$ cat config.mk
export PLATFORM = sky130hd
export DESIGN_NAME = mem_arbiter_flat
export DESIGN_NICKNAME = d
export VERILOG_FILES = /design/src/rtl/mem_arbiter_if.sv /design/src/rtl/mem_arbiter.sv /design/src/flat_wrapper.sv
export SDC_FILE = /design/constraint.sdc
export NUM_CORES = 1
export LEC_CHECK = 0
export BUFFER_PORTS_ARGS = -buffer_cell sky130_fd_sc_hd__buf_2
export CAP_MARGIN = 15
export CORE_ASPECT_RATIO = 0.75
export CORE_UTILIZATION = 35
export CTS_CLUSTER_DIAMETER = 60
export DETAILED_ROUTE_END_ITERATION = 16
export PLACE_DENSITY_LB_ADDON = 0.1
export SLEW_MARGIN = 20
export SYNTH_ARGS = -nofsm -noshare
export SYNTH_HDL_FRONTEND = slang
export SYNTH_SLANG_ARGS = --single-unit
export TNS_END_PERCENT = 5
$ cat constraint.sdc
create_clock -name clk -period 7.75 [get_ports clk]
set_input_delay 0.775 -clock clk [delete_from_list [all_inputs] [get_ports clk]]
set_output_delay 0.775 -clock clk [all_outputs]
set_load 0.03 [all_outputs]
$ cat src/rtl/mem_arbiter_if.sv
// Bundle of both requester ports and the downstream SRAM controller port.
// slave is the arbiter's view; master is the view of everything around it.
interface mem_arbiter_if;
    localparam int unsigned DW = 32;

    logic          a_rd_en;
    logic          a_wr_en;
    logic [DW-1:0] a_addr;
    logic [DW-1:0] a_wdata;
    logic [DW-1:0] a_rdata;
    logic          a_freeze;

    logic          b_rd_en;
    logic          b_wr_en;
    logic [DW-1:0] b_addr;
    logic [DW-1:0] b_wdata;
    logic [DW-1:0] b_rdata;
    logic          b_freeze;

    logic          m_rd_en;
    logic          m_wr_en;
    logic [DW-1:0] m_addr;
    logic [DW-1:0] m_wdata;
    logic [DW-1:0] m_rdata;
    logic          m_ready;

    modport slave (
        input  a_rd_en, a_wr_en, a_addr, a_wdata,
        output a_rdata, a_freeze,
        input  b_rd_en, b_wr_en, b_addr, b_wdata,
        output b_rdata, b_freeze,
        output m_rd_en, m_wr_en, m_addr, m_wdata,
        input  m_rdata, m_ready
    );

    modport master (
        output a_rd_en, a_wr_en, a_addr, a_wdata,
        input  a_rdata, a_freeze,
        output b_rd_en, b_wr_en, b_addr, b_wdata,
        input  b_rdata, b_freeze,
        input  m_rd_en, m_wr_en, m_addr, m_wdata,
        output m_rdata, m_ready
    );
endinterface

$ cat src/rtl/mem_arbiter.sv
// Two-requester memory arbiter: serializes instruction fetch (A) and MEM stage (B)
// onto one SRAM controller, rebasing addresses and stalling the requester not served.
module mem_arbiter #(
    parameter logic [31:0] BASE_ADDR  = 32'd1024,
    parameter int unsigned FIXED_PRIO = 0
) (
    input  logic         clk,
    input  logic         rst,
    mem_arbiter_if.slave bus
);
    localparam int unsigned DW = 32;

    localparam logic [1:0] IDLE = 2'd0;
    localparam logic [1:0] BUSY = 2'd1;
    localparam logic [1:0] RESP = 2'd2;

    logic [1:0]    state;
    logic [1:0]    state_nxt;
    logic          grant_b;
    logic          last_b;
    logic          req_a;
    logic          req_b;
    logic          pick_b;
    logic          sel_rd;
    logic          sel_wr;
    logic [DW-1:0] sel_addr;
    logic [DW-1:0] sel_wdata;

    assign req_a = bus.a_rd_en | bus.a_wr_en;
    assign req_b = bus.b_rd_en | bus.b_wr_en;

    // Stall every requester except the one completing this cycle.
    assign bus.a_freeze = req_a & ~((state == RESP) & ~grant_b);
    assign bus.b_freeze = req_b & ~((state == RESP) &  grant_b);

    // Winner selection; in round-robin a tie goes to whoever was not granted last.
    always_comb begin
        pick_b = 1'b0;
        if (FIXED_PRIO != 0) begin
            pick_b = ~req_a;
        end else begin
            pick_b = req_b & (~req_a | ~last_b);
        end
    end

    // Command of the winning port; a simultaneous read and write counts as a write.
    always_comb begin
        sel_wr    = pick_b ? bus.b_wr_en : bus.a_wr_en;
        sel_rd    = (pick_b ? bus.b_rd_en : bus.a_rd_en) & ~sel_wr;
        sel_addr  = (pick_b ? bus.b_addr : bus.a_addr) - BASE_ADDR;
        sel_wdata = pick_b ? bus.b_wdata : bus.a_wdata;
    end

    always_comb begin
        state_nxt = state;
        case (state)
            IDLE:    if (req_a | req_b) state_nxt = BUSY;
            BUSY:    if (bus.m_ready)   state_nxt = RESP;
            RESP:    state_nxt = IDLE;
            default: state_nxt = IDLE;
        endcase
    end

    always_ff @(posedge clk) begin
        if (!rst) begin
            state <= IDLE;
        end else begin
            state <= state_nxt;
        end
    end

    // Downstream command registers, grant bookkeeping and read-data capture.
    always_ff @(posedge clk) begin
        if (!rst) begin
            grant_b     <= 1'b0;
            last_b      <= 1'b1;
            bus.m_rd_en <= 1'b0;
            bus.m_wr_en <= 1'b0;
            bus.m_addr  <= '0;
            bus.m_wdata <= '0;
            bus.a_rdata <= '0;
            bus.b_rdata <= '0;
        end else begin
            case (state)
                IDLE: begin
                    if (req_a | req_b) begin
                        grant_b     <= pick_b;
                        bus.m_rd_en <= sel_rd;
                        bus.m_wr_en <= sel_wr;
                        bus.m_addr  <= sel_addr;
                        bus.m_wdata <= sel_wdata;
                    end
                end
                BUSY: begin
                    if (bus.m_ready) begin
                        bus.m_rd_en <= 1'b0;
                        bus.m_wr_en <= 1'b0;
                        if (bus.m_rd_en) begin
                            if (grant_b) begin
                                bus.b_rdata <= bus.m_rdata;
                            end else begin
                                bus.a_rdata <= bus.m_rdata;
                            end
                        end
                    end
                end
                RESP: begin
                    last_b <= grant_b;
                end
                default: begin
                end
            endcase
        end
    end
endmodule

$ cat src/flat_wrapper.sv
// flat-port wrapper written by rule: the top's interface ports become plain ports
module mem_arbiter_flat 
#(
    parameter logic [31:0] BASE_ADDR  = 32'd1024,
    parameter int unsigned FIXED_PRIO = 0
)
  (clk, rst, bus_a_rd_en, bus_a_wr_en, bus_a_addr, bus_a_wdata, bus_a_rdata, bus_a_freeze, bus_b_rd_en, bus_b_wr_en, bus_b_addr, bus_b_wdata, bus_b_rdata, bus_b_freeze, bus_m_rd_en, bus_m_wr_en, bus_m_addr, bus_m_wdata, bus_m_rdata, bus_m_ready);
  mem_arbiter_if bus_i ();
  input  logic clk;
  input  logic rst;
  input wire logic [$bits(bus_i.a_rd_en)-1:0] bus_a_rd_en;
  input wire logic [$bits(bus_i.a_wr_en)-1:0] bus_a_wr_en;
  input wire logic [$bits(bus_i.a_addr)-1:0] bus_a_addr;
  input wire logic [$bits(bus_i.a_wdata)-1:0] bus_a_wdata;
  output wire logic [$bits(bus_i.a_rdata)-1:0] bus_a_rdata;
  output wire logic [$bits(bus_i.a_freeze)-1:0] bus_a_freeze;
  input wire logic [$bits(bus_i.b_rd_en)-1:0] bus_b_rd_en;
  input wire logic [$bits(bus_i.b_wr_en)-1:0] bus_b_wr_en;
  input wire logic [$bits(bus_i.b_addr)-1:0] bus_b_addr;
  input wire logic [$bits(bus_i.b_wdata)-1:0] bus_b_wdata;
  output wire logic [$bits(bus_i.b_rdata)-1:0] bus_b_rdata;
  output wire logic [$bits(bus_i.b_freeze)-1:0] bus_b_freeze;
  output wire logic [$bits(bus_i.m_rd_en)-1:0] bus_m_rd_en;
  output wire logic [$bits(bus_i.m_wr_en)-1:0] bus_m_wr_en;
  output wire logic [$bits(bus_i.m_addr)-1:0] bus_m_addr;
  output wire logic [$bits(bus_i.m_wdata)-1:0] bus_m_wdata;
  input wire logic [$bits(bus_i.m_rdata)-1:0] bus_m_rdata;
  input wire logic [$bits(bus_i.m_ready)-1:0] bus_m_ready;
  assign bus_i.a_rd_en = bus_a_rd_en;
  assign bus_i.a_wr_en = bus_a_wr_en;
  assign bus_i.a_addr = bus_a_addr;
  assign bus_i.a_wdata = bus_a_wdata;
  assign bus_a_rdata = bus_i.a_rdata;
  assign bus_a_freeze = bus_i.a_freeze;
  assign bus_i.b_rd_en = bus_b_rd_en;
  assign bus_i.b_wr_en = bus_b_wr_en;
  assign bus_i.b_addr = bus_b_addr;
  assign bus_i.b_wdata = bus_b_wdata;
  assign bus_b_rdata = bus_i.b_rdata;
  assign bus_b_freeze = bus_i.b_freeze;
  assign bus_m_rd_en = bus_i.m_rd_en;
  assign bus_m_wr_en = bus_i.m_wr_en;
  assign bus_m_addr = bus_i.m_addr;
  assign bus_m_wdata = bus_i.m_wdata;
  assign bus_i.m_rdata = bus_m_rdata;
  assign bus_i.m_ready = bus_m_ready;
  mem_arbiter #(.BASE_ADDR(BASE_ADDR), .FIXED_PRIO(FIXED_PRIO)) u_core (.clk(clk), .rst(rst), .bus(bus_i));
endmodule
* Word-level counts from Yosys, hierarchy flattened *
Cells that the tools add are included.

cells by class
  add/sub/neg operators = 1
  equal/unequal tests = 4
  mux-type cells = 12
  bitwise operators = 16
  reduce and logical (&&, ||, !) cells = 7

operator list
  cell                      count
  $mux W32                  2
  $sub A32 B11 Y32 const B  1
  $reduce_and A4 Y1         2
  $and A1 B1 Y1             6
  $not A1 Y1                6
  $mux W1                   5
  $mux W2                   2
  $or A1 B1 Y1              4
  $pmux W1 S2               2
  $pmux W2 S2               1
  $reduce_and A2 Y1         2
  $reduce_and A3 Y1         1
  $eq A2 B1 Y1 const B      1
  $eq A2 B2 Y1 const B      1
  $logic_not A2 Y1          1
  $ne A2 B1 Y1 const B      1
  $ne A2 B2 Y1 const B      1
  $reduce_bool A2 Y1        1

storage, ports and cells
  flip-flop bits (word level) = 134
  output and inout bits = 132
  word-level logic and storage cells = 49

* Logic depth before layout (Yosys ltp) *
  word-level depth = 9
  depth in mapped cells = 12

* Worst setup path before layout *
OpenSTA, ideal clock, no wires.

  path type = input -> register
  start point = input port bus_b_wr_en
  end point = register u_core.bus.m_addr[28]
  arrival = 2.855 ns
  setup slack = 4.765 ns
  stages = 12
  path buffers = 3
  path through = or2_1 buf_2 nand2_2 buf_4 buf_2 mux2i_1 ha_1 nor2b_1 nand2_1 o41a_1 nor3_1 o31ai_1

on the way
  cells in the longest elaborated chain, start to end = 4
  elaborated cells on any way between the ends = 6
  those cells by class = 1 x add/sub; 1 x mux; 3 x bitwise; 1 x reduce/logical

ends and longest elaborated chain
  element                 RTL line              source
  start: declaration      flat_wrapper.sv:18    input wire logic [$bits(bus_i.b_wr_en)-1:0] bus_b_wr_en;
  $or A1 B1 Y1 *          mem_arbiter.sv:30     assign req_b = bus.b_rd_en | bus.b_wr_en;
  $and A1 B1 Y1           mem_arbiter.sv:42     pick_b = req_b & (~req_a | ~last_b);
  $mux W32                mem_arbiter.sv:50     sel_addr = (pick_b ? bus.b_addr : bus.a_addr) - BASE_ADDR;
  $sub A32 B11 Y32        mem_arbiter.sv:50
  end signal: assignment  mem_arbiter.sv:90     bus.m_addr <= sel_addr;
  end: declaration        mem_arbiter_if.sv:32  output m_rd_en, m_wr_en, m_addr, m_wdata,

Every way passes the cells marked *; elsewhere a longest branch is shown, timed or not.
A chain may end at the register's enable or synchronous reset.

* Worst setup path in the final report *
Same ends and word-level chain as after synthesis.

==> impl_results.rst <==
.. list-table::
   :header-rows: 1

   * - Metric
     - Value
   * - Cell chosen for the clock root
     - sky130_fd_sc_hd__clkbuf_16
   * - IO Pins
     - 299
   * - Wire length the detailed router placed on met1
     - 9900 um
   * - Unrepaired setup endpoints after global routing
     - no
   * - Synthesized instance count
     - 783
   * - Last weighted congestion value of the routability-driven placer
     - 0.8398
   * - Number of vias per cell after detailed routing
     - 4.988
   * - Most used cells in the layout excluding fill and tap cells
     - sky130_fd_sc_hd__buf_2, sky130_fd_sc_hd__nand2_1, sky130_fd_sc_hd__dfxtp_1
   * - Worst IR Drop VDD
     - 145.9 uV
   * - Row count
     - 41
   * - Number of hold buffers added after CTS
     - 0
   * - Post-synth design cell area
     - 0.006133 sq mm
   * - Clock tree from TritonCTS
     - built
   * - Post-layout worst setup margin
     - 4.405 ns
   * - Clk Latency, worst-skew pair
     - 0.42 ns
   * - First-pass GRT wire length
     - 31480 um
   * - Total clock buffers created by CTS
     - 17
   * - Crit-path max cell delay
     - 0.60 ns
   * - Core box area
     - 0.01698 sq mm
   * - Met3 Wirelength
     - 1575 um
   * - Detail Placement HPWL
     - 14540 um
   * - Total of warnings raised by yosys
     - 0
   * - Top delay family on crit path
     - simple AND/OR/NAND/NOR gates
   * - Worst Path Max Fanout
     - 65
   * - Setup_tns
     - 0 ns
   * - DRC errors left
     - 0
   * - Largest net degree at the start of global routing
     - 100
   * - Tightest slew margin relative to the limit
     - 33.67%
   * - Initial antenna violation count
     - 0
   * - Buffer levels on the longest clock path
     - 2
   * - Combined global-route utilization of all metal layers
     - 22.42%
   * - Power per Cell Area
     - 237.6 mW/mm^2
   * - Number of max-slew violations in the final report
     - 0
   * - Number of sinks on the clock net
     - 134
   * - Max H-tree Level
     - 4
   * - Total of endpoints with negative setup slack in the final report
     - 0
   * - Die footprint
     - 0.01806 sq mm
   * - Primary FF master, synth
     - sky130_fd_sc_hd__dfxtp_1
   * - Async set-or-reset flop fraction in the synthesized netlist
     - 0%
   * - Height of the die
     - 116.6 um
   * - CTS clock-pin slew for the worst setup and hold paths
     - 0.06 ns
   * - Antenna-violating nets left
     - 0
   * - Number of global-route vias before repair
     - 5774
   * - Drt first-iter violations
     - 521
   * - Max-cap check violation count
     - 0
   * - Part of the cycle the worst path needs
     - 43.16%
   * - Sequence of cells on the critical path
     - buf_2, or2_1, nand2_2, buf_4, mux2i_1, ha_1, nor2b_1, nand2_1, o41a_1, nor3_1, o31ai_1
   * - Detailed-routing iteration count for the pre-antenna-repair pass
     - 5
   * - Number of unique standard cell types used by synthesis
     - 58
   * - Most common cell after layout, fill and taps aside
     - sky130_fd_sc_hd__buf_2
   * - Critical path type
     - in -> reg
   * - Number of enable flip-flop cells after synthesis
     - 0
   * - Die width
     - 154.9 um
   * - Mean instance size in the synthesized netlist
     - 7.833 sq um
   * - Actual transition at the worst max-transition pin
     - 0.9950 ns
   * - Critical path data arrival time
     - 3.63 ns
   * - Total Power
     - 1975 uW
   * - Sequential cell area fraction in the yosys report
     - 43.74%
   * - Top routing layer used
     - met4
   * - Setup Fix Bufs, Post-CTS
     - 0
   * - Layout cells sized above 1
     - 33.36%
   * - Number of hold violations in the final report
     - 0
   * - Final WL
     - 20820 um
   * - Min-Delay Path Class
     - reg -> reg
   * - Period minus WS final
     - 3.345 ns
   * - Initial core utilization
     - 36.12%
   * - Timing-limited maximum frequency
     - 298.9 MHz
   * - Endpoint class of the critical path
     - flip-flop
   * - Pre-CTS WS
     - 4.011 ns
   * - Avg WL per Cell
     - 16.04 um
   * - Net count after synthesis
     - 951
   * - CP Buf/Inv Count
     - 2
   * - Area Overhead vs Synth
     - 35.54%
   * - Met2 wire len
     - 9194 um
   * - Number of nets in the layout
     - 1216
   * - Total number of vias
     - 6474
   * - IO Port Bufs
     - 298
   * - Status
     - finished, final reports clean
   * - Data required time at the worst endpoint
     - 8.03 ns
   * - Setup clock skew after layout
     - 0.01214 ns
   * - CP Launch Type
     - primary input
   * - Total global routing overflow
     - 0
   * - Post-synthesis register bit count
     - 134
   * - Crit path max-delay cell type
     - sky130_fd_sc_hd__buf_4
   * - Total of cells resized after clock tree synthesis
     - 0
   * - Leakage
     - 0.003750 uW
   * - Filler instances
     - 1733
==> flip-flops by register name, indices dropped and copies added, names as in the netlist <==
signal and flops:
u_core.bus.m_rd_en 1, u_core.grant_b 1, u_core.last_b 1, u_core.bus.a_rdata 32, u_core.bus.m_wr_en 1, u_core.state 2
u_core.bus.b_rdata 32, u_core.bus.m_addr 32, u_core.bus.m_wdata 32
==> through the flow <==
stage               area [sq um]  util [%]  hold slack (ns)  cells
global placement            7699     45.34           0.4394   1265
global route                8310     48.94           0.4615   1297
CTS                         8310     48.94           0.4518   1297
finish                      8313     48.96           0.4482   1298
detailed placement          7699     45.34           0.4436   1265
floorplan                   6133         -           0.5027    783
==> power by group <==
part | internal [uW] | switching (uW)
clock network | 519 | 326
logic | 119 | 251
registers | 735 | 24.4
total | 1370 | 602
==> cell type report <==
cell class | instances | area (sq um) | share of cell area [%]
antenna | 1 | 2.502 | 0.03010
clock buffer | 19 | 442.9 | 5.328
clock inverter | 13 | 168.9 | 2.032
inverter | 3 | 12.51 | 0.1505
multi-input combinational | 587 | 3164 | 38.06
sequential | 134 | 2683 | 32.27
tap | 236 | 295.3 | 3.552
timing repair buffer | 305 | 1544 | 18.57
==> tightest hold or removal path, delay by kind of cell, from the launching register on <==
kind	cells	cell delay, ns
AO/OA/AOI/OAI	1	0.05
flip-flops	1	0.30
AND/OR/NAND/NOR	1	0.05
==> per-layer routing <==
layer / GRT usage (%) / vias up
li1: - / 3272
met1: 30.30 / 2946
met2: 35.26 / 248
met3: 6.085 / 8
met4: 6.205 / 0
met5: 0 / -
==> cells in the mapped netlist, types with 3 or more instances <==
master	count	area (sq um)
sky130_fd_sc_hd__xnor2_1	6	52.55
sky130_fd_sc_hd__a311oi_1	42	367.9
sky130_fd_sc_hd__buf_2	24	120.1
sky130_fd_sc_hd__nor3_1	11	55.05
sky130_fd_sc_hd__o211ai_1	10	75.07
sky130_fd_sc_hd__nand2_1	239	897.1
sky130_fd_sc_hd__nand3_1	27	135.1
sky130_fd_sc_hd__o31ai_1	5	37.54
sky130_fd_sc_hd__buf_4	7	52.55
sky130_fd_sc_hd__nand4_1	8	50.05
sky130_fd_sc_hd__mux2i_1	14	140.1
sky130_fd_sc_hd__nor4_1	3	18.77
sky130_fd_sc_hd__a211o_1	7	61.31
sky130_fd_sc_hd__a21oi_1	79	395.4
sky130_fd_sc_hd__o21ai_0	11	55.05
sky130_fd_sc_hd__inv_1	3	11.26
sky130_fd_sc_hd__dfxtp_1	134	2683
sky130_fd_sc_hd__nand2b_1	3	18.77
sky130_fd_sc_hd__xor2_1	6	52.55
sky130_fd_sc_hd__clkbuf_1	26	97.59
sky130_fd_sc_hd__nor2b_1	3	18.77
sky130_fd_sc_hd__and3_1	3	18.77
sky130_fd_sc_hd__or4_1	5	37.54
sky130_fd_sc_hd__nor3b_1	3	22.52
sky130_fd_sc_hd__nor2_1	60	225.2
==> kinds of logic (layout without fill, tap and decap cells) <==
kind of cell / Yosys count / in the layout / share of synthesized area, %
adder cells (fa/ha/maj): 1 / 1 / 0.2040
multiplexers: 14 / 14 / 2.285
AO/OA/AOI/OAI: 178 / 178 / 20.13
flip-flops: 134 / 134 / 43.74
buffers and inverters: 62 / 340 / 4.957
AND/OR/NAND/NOR: 382 / 382 / 26.97
other: 0 / 1 / 0
XOR/XNOR: 12 / 12 / 1.714
==> worst paths after layout <==
path | slack, ns | endpoint | cells after the start | startpoint
worst max-delay path | 4.40 | u_core.bus.m_addr[28] | 11 | bus_b_wr_en
worst min-delay path | 0.45 | u_core.bus.b_rdata[4] | 2 | u_core.bus.b_rdata[4]
worst max register to register | 4.67 | u_core.bus.m_addr[28] | 10 | u_core.last_b
worst min register to register | 0.45 | u_core.bus.b_rdata[4] | 2 | u_core.bus.b_rdata[4]
(Power assumes the default switching activity.)
